===== src/rtl/pipe_pkg.sv =====
// rtl/pipe_pkg.sv - shared state encoding and default widths for pipe_stage_reg
//
// Contents:
//   DATA_W_DEF    default payload width
//   CNT_W_DEF     default stall counter width
//   stage_state_e stage state; the encoding equals the number of held payloads
package pipe_pkg;

    localparam int DATA_W_DEF = 64;
    localparam int CNT_W_DEF  = 16;

    typedef enum logic [1:0] {
        EMPTY = 2'd0,
        FULL  = 2'd1,
        SKIDF = 2'd2
    } stage_state_e;

endpackage


===== src/rtl/sat_cnt.sv =====
// rtl/sat_cnt.sv - saturating up-counter, cleared only by reset
//
// Ports:
//   clk    clock, rising edge
//   reset  synchronous active-high clear
//   inc    count enable; ignored once the counter reaches all ones
//   q      current count
module sat_cnt #(
    parameter int W = 16
) (
    input  logic         clk,
    input  logic         reset,
    input  logic         inc,
    output logic [W-1:0] q
);

    always_ff @(posedge clk) begin
        if (reset) begin
            q <= '0;
        end else if (inc && (q != {W{1'b1}})) begin
            q <= q + {{(W-1){1'b0}}, 1'b1};
        end
    end

endmodule


===== src/rtl/pipe_stage_reg.sv =====
// rtl/pipe_stage_reg.sv - valid/ready pipeline register with optional skid entry
//
// Ports:
//   clk, reset   clock and synchronous active-high reset
//   in_valid     upstream payload valid
//   in_ready     stage accepts a payload this cycle
//   in_data      upstream payload
//   out_valid    out_data holds a valid payload
//   out_ready    downstream accepts this cycle (low = stall)
//   out_data     registered payload, always taken from the main register
//   flush        discard every held payload
//   occupancy    number of held payloads (0..2)
//   stall_cnt    saturating count of downstream-stall cycles
module pipe_stage_reg
    import pipe_pkg::*;
#(
    parameter int                DATA_W     = DATA_W_DEF,
    parameter int                SKID       = 1,
    parameter logic [DATA_W-1:0] RESET_DATA = '0,
    parameter int                CNT_W      = CNT_W_DEF
) (
    input  logic              clk,
    input  logic              reset,
    input  logic              in_valid,
    output logic              in_ready,
    input  logic [DATA_W-1:0] in_data,
    output logic              out_valid,
    input  logic              out_ready,
    output logic [DATA_W-1:0] out_data,
    input  logic              flush,
    output logic [1:0]        occupancy,
    output logic [CNT_W-1:0]  stall_cnt
);

    stage_state_e      state;
    logic [DATA_W-1:0] main_q;
    logic [DATA_W-1:0] skid_data;
    logic              accept;
    logic              issue;
    logic              skid_load;

    assign accept    = in_valid && in_ready;
    assign issue     = out_valid && out_ready;
    assign out_valid = (state == FULL) || (state == SKIDF);
    assign out_data  = main_q;
    assign occupancy = state;

    // The skid entry is only written when a payload arrives while the main
    // register is stalled; a flush in the same cycle throws it away.
    assign skid_load = !flush && (state == FULL) && accept && !issue;

    generate
        if (SKID != 0) begin : g_skid
            logic [DATA_W-1:0] skid_q;

            always_ff @(posedge clk) begin
                if (reset) begin
                    skid_q <= '0;
                end else if (skid_load) begin
                    skid_q <= in_data;
                end
            end

            assign skid_data = skid_q;
            // Depends only on registered state, which breaks the ready
            // timing path back to the downstream stage.
            assign in_ready  = !reset && (state != SKIDF);
        end else begin : g_noskid
            // SKIDF is unreachable here, so this value is never loaded.
            assign skid_data = RESET_DATA;
            assign in_ready  = !reset && ((state == EMPTY) || out_ready);
        end
    endgenerate

    always_ff @(posedge clk) begin
        if (reset) begin
            state  <= EMPTY;
            main_q <= RESET_DATA;
        end else if (flush) begin
            // Data registers keep their contents; only the occupancy is dropped.
            state <= EMPTY;
        end else begin
            case (state)
                EMPTY: begin
                    if (accept) begin
                        state  <= FULL;
                        main_q <= in_data;
                    end
                end
                FULL: begin
                    if (accept && issue) begin
                        main_q <= in_data;
                    end else if (accept && (SKID != 0)) begin
                        state <= SKIDF;
                    end else if (issue) begin
                        state <= EMPTY;
                    end
                end
                SKIDF: begin
                    if (issue) begin
                        state  <= FULL;
                        main_q <= skid_data;
                    end
                end
                default: begin
                    state <= EMPTY;
                end
            endcase
        end
    end

    sat_cnt #(
        .W (CNT_W)
    ) u_stall_cnt (
        .clk   (clk),
        .reset (reset),
        .inc   (out_valid && !out_ready && !flush),
        .q     (stall_cnt)
    );

endmodule

===== config.mk =====
export PLATFORM = sky130hd
export DESIGN_NAME = pipe_stage_reg
export DESIGN_NICKNAME = d
export VERILOG_FILES = /design/src/rtl/pipe_pkg.sv /design/src/rtl/sat_cnt.sv /design/src/rtl/pipe_stage_reg.sv
export SDC_FILE = /design/constraint.sdc
export NUM_CORES = 1
export LEC_CHECK = 0
export ABC_CLOCK_PERIOD_IN_PS = 4400
export CAP_MARGIN = 10
export CORE_MARGIN = 8
export CORE_UTILIZATION = 40
export DETAILED_ROUTE_END_ITERATION = 8
export DONT_BUFFER_PORTS = 1
export PLACE_DENSITY = 0.65
export SYNTH_ARGS = -nofsm -noshare
export SYNTH_HDL_FRONTEND = slang
export SYNTH_SLANG_ARGS = --single-unit

===== constraint.sdc =====
create_clock -name clk -period 4.4 [get_ports clk]
set_input_delay 0 -clock clk [delete_from_list [all_inputs] [get_ports clk]]
set_output_delay 0 -clock clk [all_outputs]
set_load 0.02 [all_outputs]

; ---- Yosys cells after proc, flatten, opt, wreduce, memory -nomap -nowiden
; Index checks and enable logic that the tools add are counted.
[totals]
memories = 0
latchBits = 0
elab_cells = 45
reg_bits = 146
output_inout_bits = 84
romBits = 0
ramBits = 0
[op_classes]
reduce_logical = 20
n_addsub = 1
n_mux = 10
n_bitwise = 1
magnitude_cmp = 0
n_mul = 0
shift = 0
n_div = 0
n_eq_ne = 9
[ops]
columns = cell, n
row1 = 2-to-1 mux 64 bit, 3
row2 = one-hot mux 64 bit (3 select lines), 1
row3 = adder 16 x 1 -> 16 bit (second input constant), 1
row4 = inequality test 16 bit (second input constant), 1
row5 = logical AND 1 bit, 10
row6 = 2-to-1 mux 2 bit, 5
row7 = inequality test 2 bit (second input constant), 4
row8 = one-hot mux 2 bit (3 select lines), 1
row9 = AND reduction 5 bit, 1
row10 = logical NOT 1 bit, 4
row11 = AND reduction 4 bit, 1
row12 = inequality test 3 bit (second input constant), 1
row13 = nonzero test 3 bit, 1
row14 = == test 2 x 1 -> 1 bit (second input constant), 1
row15 = == test 2 bit (second input constant), 1
row16 = logical NOT 2 bit, 1
row17 = inequality test 2 x 1 -> 1 bit (second input constant), 1
row18 = OR reduction 2 bit, 1
row19 = logical OR 1 bit, 1
row20 = NOT 1 bit, 1

; ---- Logic depth before layout (Yosys ltp)
; Gate-level depths: netlist of run 1.
[logic_depth]
depth_word = 7
ltp_mapped = 9
ltp_nobuf = 6

; ---- By module
; Synthesis of run 1 repeated with hierarchy kept, for this count alone.
[unflattened]
cells_unflattened = 708
area_unflattened_um2 = 6729.0
[modules_own_cells]
columns = mod, n_inst, area_each_um2, cells_each, seq_area_each_um2
row1 = pipe_stage_reg, 1, 5880.6, 609, 2602.5
row2 = sat_cnt, 1, 848.3, 99, 320.3

; ---- Worst setup path after synthesis of run 1
; No wires, ideal clock.
[synth_timing]
path_kind = reg-to-reg
startpoint = register state[0] (netlist: occupancy[0])
endpoint = register u_stall_cnt.q[15]
setup_slack_ns = 1.757
path_buffers = 0
setup_ns = 0.070
arrival_ns = 2.572
path_stages_with_launch = 7
period_less_slack_ns = 2.643
cell_sequence = dfxtp_1 inv_1 ha_1 or3b_4 or4_4 or4_1 a21oi_1
[synth_via]
elab_chain_cells = 5
elab_cells_between_ends = 6
cone_classes = eq/ne: 2 / reduce/logical: 4
[synth_rtl]
columns = item, line
row1 = "start, declared", pipe_stage_reg.sv:35  ; stage_state_e state;
row2 = "start signal, assigned", pipe_stage_reg.sv:77  ; state <= EMPTY;
row3 = "start signal, assigned", pipe_stage_reg.sv:81  ; state <= EMPTY;
row4 = "start signal, assigned", pipe_stage_reg.sv:86  ; state <= FULL;
row5 = == test 2 x 1 -> 1 bit or == test 2 bit (tied branches), pipe_stage_reg.sv:44  ; assign out_valid = (state == FULL) || (state == SKIDF);
row6 = logical OR 1 bit (*), pipe_stage_reg.sv:44
row7 = net out_valid, pipe_stage_reg.sv:27  ; output logic out_valid,
row8 = logical AND 1 bit (*) (2 in a row), pipe_stage_reg.sv:117  ; .inc (out_valid && !out_ready && !flush),
row9 = logical AND 1 bit (*), sat_cnt.sv:20  ; end else if (inc && (q != {W{1'b1}})) begin
row10 = "end signal, assigned", sat_cnt.sv:21  ; q <= q + {{(W-1){1'b0}}, 1'b1};
row11 = "end, declared", sat_cnt.sv:14  ; output logic [W-1:0] q
; The timed path passes the listed nets; every way through them passes the cells marked *.
; A chain may end at the register's enable or synchronous reset.

; ---- Worst setup path in the final report of run 1
[layout_timing]
startpoint = register state[0] (netlist: occupancy[0])
endpoint = register g_skid.skid_q[10]
[layout_via]
elab_chain_cells = 5
elab_cells_between_ends = 11
cone_classes = eq/ne: 3 / reduce/logical: 8
[layout_rtl]
columns = item, line
row1 = == test 2 x 1 -> 1 bit or == test 2 bit (tied branches), pipe_stage_reg.sv:44
row2 = logical OR 1 bit (*), pipe_stage_reg.sv:44
row3 = net out_valid, pipe_stage_reg.sv:27
row4 = logical AND 1 bit (*), pipe_stage_reg.sv:43  ; assign issue = out_valid && out_ready;
row5 = logical NOT 1 bit (*), pipe_stage_reg.sv:50  ; assign skid_load = !flush && (state == FULL) && accept && !issue;
row6 = logical AND 1 bit (*), pipe_stage_reg.sv:50
row7 = "end signal, assigned", pipe_stage_reg.sv:60  ; skid_q <= in_data;
row8 = "end, declared", pipe_stage_reg.sv:54  ; logic [DATA_W-1:0] skid_q;
; Marked as above.

==> summary.md, run 1 <==
| Metric | Value |
|---|---|
| TritonCTS clock tree | `done` |
| Hold WS | `0.00580 ns` |
| Clock buffer depth | `2` |
| Die X | `139 um` |
| Io pins | `153` |
| # rows | `45` |
| Worst-path clk slew | `0.06 ns` |
| Initial antenna violation count | `1` |
| Crit share post-route | `0.740` |
| Library cells used by synthesis | `34` |
| Total Power | `3.03 mW` |
| Status | `finished clean` |
| Synthesis-to-layout area growth | `22.3%` |
| H-tree depth | `4` |
| Avg WL per Cell | `18.2 um` |
| IO Port Bufs | `0` |
| Number of global-route vias before repair | `5113` |
| Vias per inst | `5.68` |
| Slew @ Worst Pin | `1.07 ns` |
| Setup violators final | `0` |
| Syn Nets | `774` |
| Mean cell area of the mapped netlist | `8.72 um^2` |
| Yosys warns | `0` |
| Synthesized area | `6100 um^2` |
| Post-Route WL | `16900 um` |
| Fillers | `1348` |
| Worst path required time | `4.74 ns` |
| Placement Setup Slack | `1.21 ns` |
| RSZ-0062 raised after global routing | `no` |
| EDFF count, synth | `0` |
| Seq cells post-synth | `146` |
| Lkg Pwr | `2.32 nW` |
| Total CTS buffers | `17` |
| Initial Utilization | `0.405` |
| Worst Path Arrival | `3.59 ns` |
| Root buf cell | `clkbuf_16` |
| Global-route wire length before repair | `27500 um` |
| Pins Over Slew Limit | `0` |
| DP Wirelength | `10200 um` |
| Total Nets Final | `810` |
| Type of destination of the critical path | `flip-flop` |
| Seq/Total Area, Yosys | `0.479` |
| Post-synth top flop | `dfxtp_1` |
| Clock Latency Late Sink | `0.42 ns` |
| Setup crit start kind | `flip-flop` |
| Final ANT Viol Nets | `0` |
| Final setup margin | `1.14 ns` |
| F_max | `307 MHz` |
| 1st-iter DRT viols | `245` |
| Post-CTS setup buffers | `0` |
| Crit-path max FO | `55` |
| Worst Hold Class | `input pin to flip-flop` |
| Post-synth ARST share | `0` |
| Synth Instances | `699` |
| Layout cells sized above 1 | `0.0617` |
| Detailed-route via count | `5304` |
| Placeable Area | `15000 um^2` |
| Max Cap Viol | `0` |
| Max VDD drop | `266 uV` |
| Crit-path cells | `inv_1 -> ha_1 -> a21boi_0 -> nor3b_2 -> buf_12 -> nand2_1 -> a21oi_1` |
| Layout Utilization | `0.496` |
| CTS Sinks | `146` |
| Total GRT Usage | `0.174` |
| Tmin final | `3.26 ns` |
| Largest net degree at the start of global routing | `148` |
| Die height | `139 um` |
| Final hold viol count | `0` |
| Final GP Congestion | `0.788` |
| Drt drc | `0` |
| Total die area | `19400 um^2` |
| Top delay family on crit path | `simple AND/OR/NAND/NOR gates` |
| Detailed Routing Iterations Pass 1 | `5` |
| Total grt overflow | `0` |
| Setup TNS | `0 ns` |
| Critical path type | `flip-flop to flip-flop` |
| Relative slew slack | `0.281` |
| # diodes | `0` |
| P per Cell Area | `407 nW/um^2` |
| Buf/Inv on CP | `2` |
| Post_cts resized | `0` |
| CP max-delay cell | `nor3b_2` |
| Clk_skew | `0.0119 ns` |
| CP peak stage delay | `0.76 ns` |
## worst paths after layout
check	from	cells past startpoint	endpoint	slack, ns
max	occupancy[0]	7	g_skid.skid_q[10]	1.14
min reg2reg	g_skid.skid_q[16]	2	g_skid.skid_q[16]	0.45
min	reset	2	g_skid.skid_q[57]	0.006
max reg2reg	occupancy[0]	7	g_skid.skid_q[10]	1.14
## worst reg2reg max path: cells and delay by family (launching register included)
kind,cells,cell delay (ns)
simple gates,2,0.88
buf+inv,2,0.52
fa+ha+maj,1,0.47
compound gates,2,0.74
flops,1,0.57
## power by group
group	internal [mW]	switching, mW	total, mW
clock network	0.808	0.527	1.34
registers	1.37	0.0903	1.46
logic	0.104	0.134	0.238
total	2.28	0.751	3.03
## logic make-up after synthesis
family	share of synthesized area
compound gates	0.222
fa+ha+maj	0.0123
buf+inv	0.0443
flops	0.479
mux	0.107
simple gates	0.135
## cell type report
type	instances	area [um^2]	share of cell area
well taps	188	235	0.0316
clock inverters	6	57.6	0.00772
multi-input cells	486	2950	0.395
repair buffers	78	791	0.106
inverters	6	22.5	0.00302
flip-flops and latches	146	2920	0.392
clock buffers	23	478	0.0641
## synth_stat cells (7+ instances only)
cell | instances | area (um^2)
nand2_1 | 135 | 507
or4_1 | 9 | 67.6
o21ai_0 | 9 | 45.0
a21oi_1 | 145 | 726
buf_1 | 7 | 26.3
o31ai_1 | 8 | 60.1
or3_1 | 7 | 43.8
clkbuf_1 | 39 | 146
a211oi_1 | 65 | 488
buf_2 | 15 | 75.1
dfxtp_1 | 146 | 2920
mux2i_1 | 64 | 641
## registers in the layout (all words and copies together), names as in the netlist
name	cells
occupancy	2
u_stall_cnt.q	16
g_skid.skid_q	64
out_data	64
## routing by layer
| metal | share of wire | global-route usage |
|---|---|---|
| met1 | 0.41 | 0.199 |
| met2 | 0.47 | 0.277 |
| met3 | 0.099 | 0.0776 |
| met4 | 0.016 | 0.0693 |
| met5 | 0.00077 | 0 |
## cell usage in the layout (no fill, tap or decap), types with 8 or more instances in the layout
| cell type | n |
|---|---|
| a211oi_1 | 64 |
| a21oi_1 | 145 |
| clkbuf_16 | 17 |
| dfxtp_1 | 146 |
| dlygate4sd3_1 | 69 |
| mux2i_1 | 64 |
| nand2_1 | 135 |
| o21ai_0 | 9 |
| o31ai_1 | 8 |
| or4_1 | 9 |
## through the flow
step                      area (um^2)  instances
after floorplan                  6100        699
after global placement           6200        834
after detailed placement         6200        834
after CTS                        7450        933
after global routing             7450        933
final                            7450        933
## what timing repair did
item                                    4_1_cts  5_1_grt
hold endpoints to repair                    146        0
hold buffers                                 70        0
endpoints found under the setup margin        0        0
No activity file was read; power rests on OpenSTA's default activity.
==> run 2: changes to the inputs <==
--- a/config.mk
+++ b/config.mk
@@ -5,7 +5,8 @@
 export SDC_FILE = /design/constraint.sdc
 export NUM_CORES = 1
 export LEC_CHECK = 0
-export ABC_CLOCK_PERIOD_IN_PS = 4400
+export ABC_AREA = 1
+export ABC_CLOCK_PERIOD_IN_PS = 3200
 export CAP_MARGIN = 10
 export CORE_MARGIN = 8
 export CORE_UTILIZATION = 40
==> constraint.sdc (replaced) <==
create_clock -name clk -period 3.2 [get_ports clk]
set_input_delay 0 -clock clk [delete_from_list [all_inputs] [get_ports clk]]
set_output_delay 0 -clock clk [all_outputs]
set_load 0.02 [all_outputs]
==> summary.md, run 2 <==
| Metric | Value |
|---|---|
| Die height | `146 um` |
| Total GRT Usage | `0.161` |
| Type of destination of the critical path | `flip-flop` |
| P_sw | `1.15 mW` |
| Clock network fraction of total power | `0.458` |
| Post-Route WL | `17200 um` |
| Vias per inst | `4.87` |
| Layout cells sized above 1 | `0.0809` |
| Crit path capture | `out_data[27]` |
| Detailed-route via count | `5640` |
| Largest net degree at the start of global routing | `91` |
| Root buf cell | `clkbuf_16` |
| Fillers | `1585` |
| Worst Path Arrival | `2.79 ns` |
| Worst-path clk slew | `0.06 ns` |
| Total die area | `21300 um^2` |
| TritonCTS clock tree | `done` |
| DP Wirelength | `10900 um` |
| Crit Reg-Reg Endpoint | `out_data[27]` |
| Post_cts resized | `0` |
| Pins Over Slew Limit | `0` |
| Slew @ Worst Pin | `0.926 ns` |
| Hold-critical path depth | `5` |
| Worst path required time | `3.53 ns` |
| F_max | `407 MHz` |
| Syn Nets | `960` |
| Comb pwr share | `0.086` |
| Clock Latency Late Sink | `0.41 ns` |
| CP peak stage delay | `0.56 ns` |
| Setup TNS | `0 ns` |
| Max VDD drop | `353 uV` |
| Seq/Total Area, Yosys | `0.433` |
| Status | `finished clean` |
| Sw Ratio | `0.261` |
| Setup crit start kind | `flip-flop` |
| Total Nets Final | `1001` |
| Die X | `146 um` |
| Worst Reg-to-Reg Cells | `10` |
| Cell-internal power | `3.26 mW` |
| Max Cap Viol | `0` |
| Final hold viol count | `0` |
| Clock buffer depth | `2` |
| Initial antenna violation count | `0` |
| Library cells used by synthesis | `27` |
| Sequential share of power | `0.456` |
| RSZ-0062 raised after global routing | `no` |
| # diodes | `0` |
| Final GP Congestion | `0.746` |
| Final ANT Viol Nets | `0` |
| Total CTS buffers | `17` |
| Seq cells post-synth | `146` |
| CP max-delay cell | `dfxtp_1` |
| Critical path type | `flip-flop to flip-flop` |
| 1st-iter DRT viols | `259` |
| R2r startpoint | `occupancy[0]` |
| Yosys warns | `0` |
| Register area | `2920 um^2` |
| Crit-path max FO | `42` |
| Relative slew slack | `0.383` |
| Tmin final | `2.46 ns` |
| Post-synth top flop | `dfxtp_1` |
| Synthesized area | `6750 um^2` |
| Synth Instances | `885` |
| Synth area leader | `dfxtp_1` |
| Placeable Area | `16500 um^2` |
| Crit share post-route | `0.768` |
| Global-route wire length before repair | `28600 um` |
| Top delay family on crit path | `simple AND/OR/NAND/NOR gates` |
| Initial Utilization | `0.408` |
| Io pins | `153` |
| Hold WS | `0.0359 ns` |
| Synthesis-to-layout area growth | `19.7%` |
| EDFF count, synth | `0` |
| Post-synth ARST share | `0` |
| H-tree depth | `4` |
| Detailed Routing Iterations Pass 1 | `4` |
| Top post-synthesis cells by area | `dfxtp_1, mux2i_1, nor2_1` |
| Worst Hold Class | `input pin to flip-flop` |
| Setup violators final | `0` |
| Buf/Inv on CP | `3` |
| Top post-synthesis cells by count | `dfxtp_1, nor2_1, nand2_1` |
| Number of global-route vias before repair | `5453` |
| Most common cell after layout, fill and taps aside | `dfxtp_1` |
| Area taken by multi-input logic gates | `3140 um^2` |
| R2R Setup Slk | `0.74 ns` |
| Most frequent cells in the layout | `dfxtp_1, nor2_1, nand2_1` |
| Crit-path cells | `inv_1 -> ha_1 -> nand2_1 -> inv_1 -> nand3_1 -> nand2_2 -> and2_2 -> buf_12 -> nor2_1 -> nor2_1` |
| Mean cell area of the mapped netlist | `7.63 um^2` |
| Crit path from | `occupancy[0]` |
| P per Cell Area | `546 nW/um^2` |
| Total grt overflow | `0` |
| Lkg Pwr | `2.96 nW` |
| Synth top area share | `0.433` |
| IO Port Bufs | `0` |
| Crit. path cell count | `10` |
| # rows | `47` |
| Count leader, synth | `dfxtp_1` |
| Drt drc | `0` |
| CTS Sinks | `146` |
| Avg WL per Cell | `14.8 um` |
| Clk_skew | `0.00879 ns` |
==> run 2: power groups by stage <==
stage	registers [mW]	clock network, mW	logic [mW]
CTS	2.01	2.07	0.379
detailed placement	2.05	0	0.293
finish	2.01	2.02	0.379
floorplan	2.03	0	0.247
global placement	2.05	0	0.288
global route	2.02	2.17	0.430
==> run 2: logic make-up (layout without fill, tap and decap cells) <==
| kind of cell | count (synthesis) | after routing | share of synthesized area |
|---|---|---|---|
| and+or+nand+nor | 377 | 377 | 0.237 |
| xor gates and xnor gates | 6 | 6 | 0.00779 |
| muxes | 64 | 64 | 0.0949 |
| AOI/OAI and AO/OA | 144 | 144 | 0.108 |
| adders and majority gates | 6 | 6 | 0.0111 |
| buffers and inverters | 142 | 196 | 0.108 |
| DFF | 146 | 146 | 0.433 |
==> run 2: how the worst min path moves through the flow <==
stage,to,from
after floorplan,in_ready,reset
after global placement,in_ready,reset
after detailed placement,in_ready,reset
after CTS,occupancy[0],in_valid
after global routing,occupancy[1],in_valid
final,occupancy[0],in_valid
==> run 2: through the flow <==
step	utilization	instance area (um^2)	setup WS [ns]	cells	power (mW)
floorplan	-	6750	1.21	885	2.28
global placement	0.411	6790	0.805	1059	2.34
detailed placement	0.411	6790	0.751	1059	2.35
CTS	0.489	8080	0.732	1159	4.46
global route	0.489	8080	0.560	1159	4.62
finish	0.489	8080	0.743	1159	4.41
==> run 2: timing repair <==
| item | 4_1_cts | 5_1_grt |
|---|---|---|
| hold buffers | 68 | 0 |
| endpoints found under the hold margin | 143 | 0 |
| setup buffers | 0 | 0 |
==> run 2: tightest hold or removal path: stages <==
cell	delay [ns]
a21boi_2	0.05
nor2_1	0.13
nand2_1	0.10
nand2_1	0.06
a21oi_1	0.05
==> run 2: layer usage <==
metal | GRT usage | part of all wire | vias to the layer above
li1 | - | - | 2949
met1 | 0.199 | 0.46 | 2545
met2 | 0.258 | 0.46 | 136
met3 | 0.0600 | 0.073 | 10
met4 | 0.0458 | 0.0089 | 0
met5 | 0 | 0 | -
==> run 2: layout make-up <==
cell class | count | area share
clock buffers | 20 | 0.0566
clock inverters | 12 | 0.0178
flip-flops and latches | 146 | 0.362
inverters | 83 | 0.0387
repair buffers | 81 | 0.103
well taps | 220 | 0.0341
multi-input cells | 597 | 0.388
